==> src/rtl/birukee_matrix_loader_if.sv <==
// DMA read channel and operand-buffer write port of the birukee matrix loader.
// master = loader side, slave = DMA engine / buffer side.
interface birukee_matrix_loader_if #(
  parameter int IN_WIDTH        = 16,
  parameter int MAX_MATRIX_SIZE = 8
);
  localparam int AW = $clog2(MAX_MATRIX_SIZE);

  logic                dma_read_ctrl_valid;
  logic                dma_read_ctrl_ready;
  logic [31:0]         dma_read_ctrl_data_index;
  logic [31:0]         dma_read_ctrl_data_length;
  logic [2:0]          dma_read_ctrl_data_size;
  logic                dma_read_chnl_valid;
  logic [63:0]         dma_read_chnl_data;
  logic                dma_read_chnl_ready;
  logic                buf_wr_en;
  logic                buf_wr_sel;
  logic [AW-1:0]       buf_wr_row;
  logic [AW-1:0]       buf_wr_col;
  logic [IN_WIDTH-1:0] buf_wr_data;

  modport master (
    output dma_read_ctrl_valid, dma_read_ctrl_data_index, dma_read_ctrl_data_length,
           dma_read_ctrl_data_size, dma_read_chnl_ready,
           buf_wr_en, buf_wr_sel, buf_wr_row, buf_wr_col, buf_wr_data,
    input  dma_read_ctrl_ready, dma_read_chnl_valid, dma_read_chnl_data
  );

  modport slave (
    input  dma_read_ctrl_valid, dma_read_ctrl_data_index, dma_read_ctrl_data_length,
           dma_read_ctrl_data_size, dma_read_chnl_ready,
           buf_wr_en, buf_wr_sel, buf_wr_row, buf_wr_col, buf_wr_data,
    output dma_read_ctrl_ready, dma_read_chnl_valid, dma_read_chnl_data
  );
endinterface

==> src/rtl/birukee_matrix_loader.sv <==
// Loads both N x N operand matrices over the ESP DMA read channel into the systolic
// operand buffers. Define BIRUKEE_LOADER_TRANSPOSE_EN to store matrix 2 column-major.
module birukee_matrix_loader #(
  parameter int IN_WIDTH        = 16,
  parameter int MAX_MATRIX_SIZE = 8
) (
  input  logic                    clk,
  input  logic                    rst,
  input  logic                    load_start,
  input  logic [31:0]             conf_info_matrix_size,
  input  logic [31:0]             conf_info_input1,
  input  logic [31:0]             conf_info_input2,
  birukee_matrix_loader_if.master bus,
  output logic                    busy,
  output logic                    load_done,
  output logic                    load_err
);
  localparam int EPB = 64 / IN_WIDTH;
  localparam int AW  = $clog2(MAX_MATRIX_SIZE);
  localparam int LW  = $clog2(EPB + 1);

  typedef enum logic [2:0] {IDLE, CHECK, REQ1, DATA1, REQ2, DATA2, DONE} state_t;

  state_t        state, state_nxt;
  logic [31:0]   n_q, in1_q, in2_q, len_q;
  logic [31:0]   beats_left, elem_rem;
  logic          err_q;
  logic [LW-1:0] live;
  logic [AW-1:0] row_q, col_q;
  logic [63:0]   hold_q;

  logic          in_data, in_req, wr_fire, beat_fire, req_fire, data_end, n_bad;
  logic [31:0]   nn;
  logic [AW-1:0] n_m1;
  logic [LW-1:0] live_new;

  function automatic logic [31:0] ceil_beats(input logic [31:0] elems);
    return (elems + 32'(EPB - 1)) / 32'(EPB);
  endfunction

  assign in_data  = (state == DATA1) || (state == DATA2);
  assign in_req   = (state == REQ1) || (state == REQ2);
  assign n_bad    = (n_q == 32'd0) || (n_q > 32'(MAX_MATRIX_SIZE));
  assign nn       = n_q * n_q;
  assign n_m1     = AW'(n_q - 32'd1);
  // The last beat of a matrix may carry fewer live elements than EPB.
  assign live_new = (elem_rem >= 32'(EPB)) ? LW'(EPB) : LW'(elem_rem);
  assign wr_fire  = in_data && (live != '0);
  assign req_fire = in_req && bus.dma_read_ctrl_ready;
  assign beat_fire = bus.dma_read_chnl_ready && bus.dma_read_chnl_valid;
  assign data_end = in_data && (beats_left == 32'd0) && (live == LW'(1));

  always_ff @(posedge clk or negedge rst) begin
    if (!rst) state <= IDLE;
    else      state <= state_nxt;
  end

  always_comb begin
    state_nxt = state;
    case (state)
      IDLE:    if (load_start) state_nxt = CHECK;
      CHECK:   state_nxt = n_bad ? DONE : REQ1;
      REQ1:    if (req_fire) state_nxt = DATA1;
      DATA1:   if (data_end) state_nxt = REQ2;
      REQ2:    if (req_fire) state_nxt = DATA2;
      DATA2:   if (data_end) state_nxt = DONE;
      DONE:    state_nxt = IDLE;
      default: state_nxt = IDLE;
    endcase
  end

  always_comb begin
    bus.dma_read_ctrl_valid       = in_req;
    bus.dma_read_ctrl_data_index  = 32'd0;
    bus.dma_read_ctrl_data_length = 32'd0;
    bus.dma_read_ctrl_data_size   = 3'b011;
    bus.dma_read_chnl_ready       = in_data && (beats_left != 32'd0) &&
                                    ((live == '0) || (live == LW'(1)));
    bus.buf_wr_en                 = wr_fire;
    bus.buf_wr_sel                = 1'b0;
    bus.buf_wr_row                = '0;
    bus.buf_wr_col                = '0;
    bus.buf_wr_data               = '0;
    busy                          = (state != IDLE);
    load_done                     = (state == DONE);
    load_err                      = (state == DONE) && err_q;
    if (in_req) begin
      bus.dma_read_ctrl_data_index  = (state == REQ2) ? in2_q : in1_q;
      bus.dma_read_ctrl_data_length = len_q;
    end
    if (wr_fire) begin
      bus.buf_wr_sel  = (state == DATA2);
      bus.buf_wr_row  = row_q;
      bus.buf_wr_col  = col_q;
      bus.buf_wr_data = hold_q[IN_WIDTH-1:0];
`ifdef BIRUKEE_LOADER_TRANSPOSE_EN
      if (state == DATA2) begin
        bus.buf_wr_row = col_q;
        bus.buf_wr_col = row_q;
      end
`endif
    end
  end

  always_ff @(posedge clk or negedge rst) begin
    if (!rst) begin
      n_q        <= '0;
      in1_q      <= '0;
      in2_q      <= '0;
      len_q      <= '0;
      beats_left <= '0;
      elem_rem   <= '0;
      err_q      <= 1'b0;
      live       <= '0;
      row_q      <= '0;
      col_q      <= '0;
    end else begin
      case (state)
        IDLE: if (load_start) begin
          n_q   <= conf_info_matrix_size;
          in1_q <= conf_info_input1;
          in2_q <= conf_info_input2;
          err_q <= 1'b0;
        end
        CHECK: begin
          err_q      <= n_bad;
          len_q      <= ceil_beats(nn);
          beats_left <= ceil_beats(nn);
          elem_rem   <= nn;
          live       <= '0;
          row_q      <= '0;
          col_q      <= '0;
        end
        DONE: err_q <= 1'b0;
        default: ;
      endcase
      if (beat_fire) begin
        beats_left <= beats_left - 32'd1;
        elem_rem   <= elem_rem - 32'(live_new);
        live       <= live_new;
      end else if (wr_fire) begin
        live <= live - LW'(1);
      end
      if (wr_fire) begin
        if (col_q == n_m1) begin
          col_q <= '0;
          row_q <= row_q + AW'(1);
        end else begin
          col_q <= col_q + AW'(1);
        end
      end
      // Matrix 2 restarts at (0,0) with a fresh burst budget.
      if (data_end && (state == DATA1)) begin
        beats_left <= len_q;
        elem_rem   <= nn;
        row_q      <= '0;
        col_q      <= '0;
      end
    end
  end

  // Beat holding register: element 0 sits in the low bits and is shifted out per write.
  always_ff @(posedge clk) begin
    if (beat_fire)    hold_q <= bus.dma_read_chnl_data;
    else if (wr_fire) hold_q <= hold_q >> IN_WIDTH;
  end
endmodule

==> src/flat_wrapper.sv <==
// flat-port wrapper written by rule: the top's interface ports become plain ports
module birukee_matrix_loader_flat 
#(
  parameter int IN_WIDTH        = 16,
  parameter int MAX_MATRIX_SIZE = 8
)
  (clk, rst, load_start, conf_info_matrix_size, conf_info_input1, conf_info_input2, busy, load_done, load_err, bus_dma_read_ctrl_valid, bus_dma_read_ctrl_data_index, bus_dma_read_ctrl_data_length, bus_dma_read_ctrl_data_size, bus_dma_read_chnl_ready, bus_buf_wr_en, bus_buf_wr_sel, bus_buf_wr_row, bus_buf_wr_col, bus_buf_wr_data, bus_dma_read_ctrl_ready, bus_dma_read_chnl_valid, bus_dma_read_chnl_data);
  birukee_matrix_loader_if #(.IN_WIDTH(IN_WIDTH), .MAX_MATRIX_SIZE(MAX_MATRIX_SIZE)) bus_i ();
  input  logic clk;
  input  logic rst;
  input  logic load_start;
  input  logic [31:0] conf_info_matrix_size;
  input  logic [31:0] conf_info_input1;
  input  logic [31:0] conf_info_input2;
  output logic busy;
  output logic load_done;
  output logic load_err;
  output wire logic [$bits(bus_i.dma_read_ctrl_valid)-1:0] bus_dma_read_ctrl_valid;
  output wire logic [$bits(bus_i.dma_read_ctrl_data_index)-1:0] bus_dma_read_ctrl_data_index;
  output wire logic [$bits(bus_i.dma_read_ctrl_data_length)-1:0] bus_dma_read_ctrl_data_length;
  output wire logic [$bits(bus_i.dma_read_ctrl_data_size)-1:0] bus_dma_read_ctrl_data_size;
  output wire logic [$bits(bus_i.dma_read_chnl_ready)-1:0] bus_dma_read_chnl_ready;
  output wire logic [$bits(bus_i.buf_wr_en)-1:0] bus_buf_wr_en;
  output wire logic [$bits(bus_i.buf_wr_sel)-1:0] bus_buf_wr_sel;
  output wire logic [$bits(bus_i.buf_wr_row)-1:0] bus_buf_wr_row;
  output wire logic [$bits(bus_i.buf_wr_col)-1:0] bus_buf_wr_col;
  output wire logic [$bits(bus_i.buf_wr_data)-1:0] bus_buf_wr_data;
  input wire logic [$bits(bus_i.dma_read_ctrl_ready)-1:0] bus_dma_read_ctrl_ready;
  input wire logic [$bits(bus_i.dma_read_chnl_valid)-1:0] bus_dma_read_chnl_valid;
  input wire logic [$bits(bus_i.dma_read_chnl_data)-1:0] bus_dma_read_chnl_data;
  assign bus_dma_read_ctrl_valid = bus_i.dma_read_ctrl_valid;
  assign bus_dma_read_ctrl_data_index = bus_i.dma_read_ctrl_data_index;
  assign bus_dma_read_ctrl_data_length = bus_i.dma_read_ctrl_data_length;
  assign bus_dma_read_ctrl_data_size = bus_i.dma_read_ctrl_data_size;
  assign bus_dma_read_chnl_ready = bus_i.dma_read_chnl_ready;
  assign bus_buf_wr_en = bus_i.buf_wr_en;
  assign bus_buf_wr_sel = bus_i.buf_wr_sel;
  assign bus_buf_wr_row = bus_i.buf_wr_row;
  assign bus_buf_wr_col = bus_i.buf_wr_col;
  assign bus_buf_wr_data = bus_i.buf_wr_data;
  assign bus_i.dma_read_ctrl_ready = bus_dma_read_ctrl_ready;
  assign bus_i.dma_read_chnl_valid = bus_dma_read_chnl_valid;
  assign bus_i.dma_read_chnl_data = bus_dma_read_chnl_data;
  birukee_matrix_loader #(.IN_WIDTH(IN_WIDTH), .MAX_MATRIX_SIZE(MAX_MATRIX_SIZE)) u_core (.clk(clk), .rst(rst), .load_start(load_start), .conf_info_matrix_size(conf_info_matrix_size), .conf_info_input1(conf_info_input1), .conf_info_input2(conf_info_input2), .bus(bus_i), .busy(busy), .load_done(load_done), .load_err(load_err));
endmodule
==> config.mk <==
export PLATFORM = sky130hd
export DESIGN_NAME = birukee_matrix_loader_flat
export DESIGN_NICKNAME = d
export VERILOG_FILES = /design/src/rtl/birukee_matrix_loader_if.sv /design/src/rtl/birukee_matrix_loader.sv /design/src/flat_wrapper.sv
export SDC_FILE = /design/constraint.sdc
export NUM_CORES = 2
export LEC_CHECK = 0
export ABC_AREA = 1
export BUFFER_PORTS_ARGS = -buffer_cell sky130_fd_sc_hd__buf_2
export CORE_UTILIZATION = 35
export DETAILED_ROUTE_END_ITERATION = 8
export GPL_TIMING_DRIVEN = 1
export SLEW_MARGIN = 20
export SYNTH_ARGS = -nofsm -noshare
export SYNTH_HDL_FRONTEND = slang
export SYNTH_SLANG_ARGS = --single-unit
==> constraint.sdc <==
create_clock -name clk -period 8.1 [get_ports clk]
set_clock_uncertainty 0.05 [all_clocks]
set_input_delay 2.43 -clock clk [delete_from_list [all_inputs] [get_ports clk]]
set_output_delay 2.43 -clock clk [all_outputs]
set_load 0.01 [all_outputs]
==> reports/metrics.csv <==
stage,metric,value,unit
critical_path,critPathMaxStageDelay,580,ps
cells_and_area,area.growth.synth_to_final,13.7,%
critical_path,slowest_stage,fa_1,
drt,drcViolationCount,0,
placement,place_hpwl,68300,um
clock_tree,worstSkewPairLatency,570,ps
critical_path,worstReg2RegEnd,u_core.beats_left[29],
floorplan,die_y,293,um
worst_hold_path,min_path_cells,2,
drt,drt_iter0_drc,1707,
placement,dpl_cell_area,32400,sq um
placement,io_buffers,255,
clock_tree,cts_buffer_depth,3,
timing,tightest_slew,999,ps
yosys,yosys_warnings,0,
critical_path,cp.arrival,8130,ps
placement,pre_cts_ws,-99.2,ps
clock_tree,root_buffer,clkbuf_16,
drt,viasPerCell,4.66,
critical_path,crit_path_start_kind,flip-flop,
timing,setup_slack,411,ps
global_route,grt_start_max_net_pins,129,
clock_tree,cts_hold_buf,0,
yosys,ys_types,57,
floorplan,fp.dieArea,85800,sq um
clock_tree,clock-sinks,267,
cells_and_area,multiInputGateArea,18600,sq um
drt,drtAntennaViolNets,0,
critical_path,rrSetupSlack,410,ps
floorplan,start_util,35.4,%
timing,slew_viol_final,0,
clock_tree,cts_tree,built,
cells_and_area,design_area,33700,sq um
global_route,first_global_vias,25100,
cells_and_area,regArea,7020,sq um
worst_hold_path,min_path_type,flip-flop to flip-flop,
timing,min_period,7690,ps
drt,dr.pass1.iters,6,
timing,max_freq,130,MHz
worst_hold_path,min_to,u_core.live[2],
yosys,async_flop_share,76.0,%
yosys,synthCells,3850,
drt,drt-wirelength-per-cell,16.3,um
critical_path,critPathKind,flip-flop to flip-flop,
critical_path,path_common_cell,nand2_1,
yosys,synth_top_cells_by_count,"945 x inv_1, 897 x nand2_1, 364 x fa_1",
yosys,ys.flop_type,dfrtp_1,
clock_tree,clk_pin_slew,70,ps
critical_path,ff2ff_path_depth,30,
critical_path,crit_fanout,11,
drt,drt-total-wl,85500,um
yosys,syn_area,29600,sq um
timing,finalCritPeriodShare,94.9,%
critical_path,endpoint_kind,flip-flop,
floorplan,die_x,293,um
drt,vias,24500,
yosys,yosysSeqAreaShare,23.6,%
status,status,completed,
yosys,yosys_register_bits,267,
floorplan,rows,106,
cells_and_area,drive_above_1_share,12.5,%
clock_tree,htree_levels,2,
clock_tree,cts_made_buffers,34,
timing,hold_violations,0,
yosys,synth_top_cell_area_share,24.6,%
placement,gp_congestion,0.952,
global_route,antenna_found_initial,7,
critical_path,worstSetupStartpoint,u_core.n_q[4],
critical_path,r2r_start,u_core.n_q[4],
yosys,synthTopCellsByArea,"fa_1 25%, dfrtp_1 17%, inv_1 12%",
timing,setup_viol,0,
global_route,track_usage,20.3,%
timing,relSlewSlack,33.4,%
cells_and_area,layout.nets,4753,
floorplan,coreArea,83700,sq um
global_route,grt_pass1_wl,137000,um
critical_path,cp.required,8540,ps
yosys,yosysMostFrequentCell,inv_1,
worst_hold_path,hp-start,u_core.live[2],
floorplan,io_pins,261,
yosys,yosysTopAreaCell,fa_1,
cells_and_area,fill_cells,8583,
global_route,grt_overflow,0,
yosys,synth_area_per_cell,7.70,sq um
yosys,synth_edf_count,64,
run,cap_violations,0,
registers in the layout, summed over array words and instances, names as in the netlist:
| register | flops |
|---|---|
| u_core.in1_q | 32 |
| u_core.state | 3 |
| u_core.col_q | 3 |
| u_core.len_q | 30 |
| u_core.elem_rem | 32 |
| u_core.n_q | 32 |
| u_core.in2_q | 32 |
| u_core.live | 3 |
| u_core.err_q | 1 |
| u_core.beats_left | 32 |
| u_core.row_q | 3 |
| u_core.hold_q | 64 |
cells by family (layout without fill, tap and decap cells):
kind of cell / count (synthesis) / after routing / share of synthesized area [%]
simple gates: 1490 / 1490 / 20.5
buf+inv: 1093 / 1345 / 14.0
fa+ha+maj: 507 / 507 / 30.6
compound gates: 361 / 361 / 6.78
flops: 267 / 267 / 23.6
xor+xnor: 79 / 79 / 2.47
mux: 51 / 51 / 1.94
other cells: 2 / 12 / 0.0253
placed cells by master, fill, tap and decap left out, types with 30 or more instances in the layout:
cell / instances
a21oi_1: 170
buf_2: 254
buf_4: 67
clkbuf_16: 35
dfrtp_1: 188
edfxtp_1: 64
fa_1: 364
ha_1: 141
inv_1: 945
mux2_2: 51
nand2_1: 895
nand3_1: 118
nand4_1: 39
nor2_1: 337
nor3_1: 30
o21ai_0: 106
xor2_1: 54
final cells by class:
class	instances	share of cell area, %
multi-input cells	2494	55.2
repair buffers	329	5.73
well taps	1134	4.21
clock inverters	10	0.293
inverters	955	10.6
diodes	6	0.0446
clock buffers	51	3.05
flip-flops and latches	267	20.8
worst max path at each step:
stage | to | slack, ps
after global placement | u_core.len_q[29] | -90
after global routing | u_core.beats_left[25] | -3
after floorplan | u_core.beats_left[27] | 810
final | u_core.beats_left[29] | 410
after detailed placement | u_core.beats_left[21] | -100
after CTS | u_core.beats_left[21] | 10
per-layer routing:
layer  share of wire [%]  global-route usage, %  up-vias
met4                 2.6                   5.80        6
met1                  45                   27.8    11700
met2                  47                   33.2      628
met5               0.040                      0        -
li1                    -                      -    12000
met3                 5.5                   2.93      125
critical path: cells and delay by family, from the launching register on:
family | cells | cell delay (ps)
adder cells (fa/ha/maj) | 9 | 4530
flip-flops | 1 | 510
AO/OA/AOI/OAI | 1 | 120
AND/OR/NAND/NOR | 15 | 1890
buffers and inverters | 5 | 520
metrics by stage:
| step | std cells | hold slack (ps) | util, % | setup TNS, ps |
|---|---|---|---|---|
| floorplan | 3854 | 392 | - | 0 |
| global placement | 5175 | 409 | 38.8 | -336 |
| detailed placement | 5175 | 419 | 38.8 | -129 |
| CTS | 5236 | 431 | 40.1 | 0 |
| global route | 5244 | 442 | 40.3 | -2.67 |
| finish | 5246 | 428 | 40.3 | 0 |
timing repair:
action                                 4_1_cts  5_1_grt
endpoints found under the hold margin        0        0
pin swaps                                    0        0
resized for setup                            1       28
setup endpoints to repair                    3       29
buffers inserted                             0        4
Power is not shown: default switching activity piles up to over one toggle a cycle in this logic, so the estimate is an artifact.
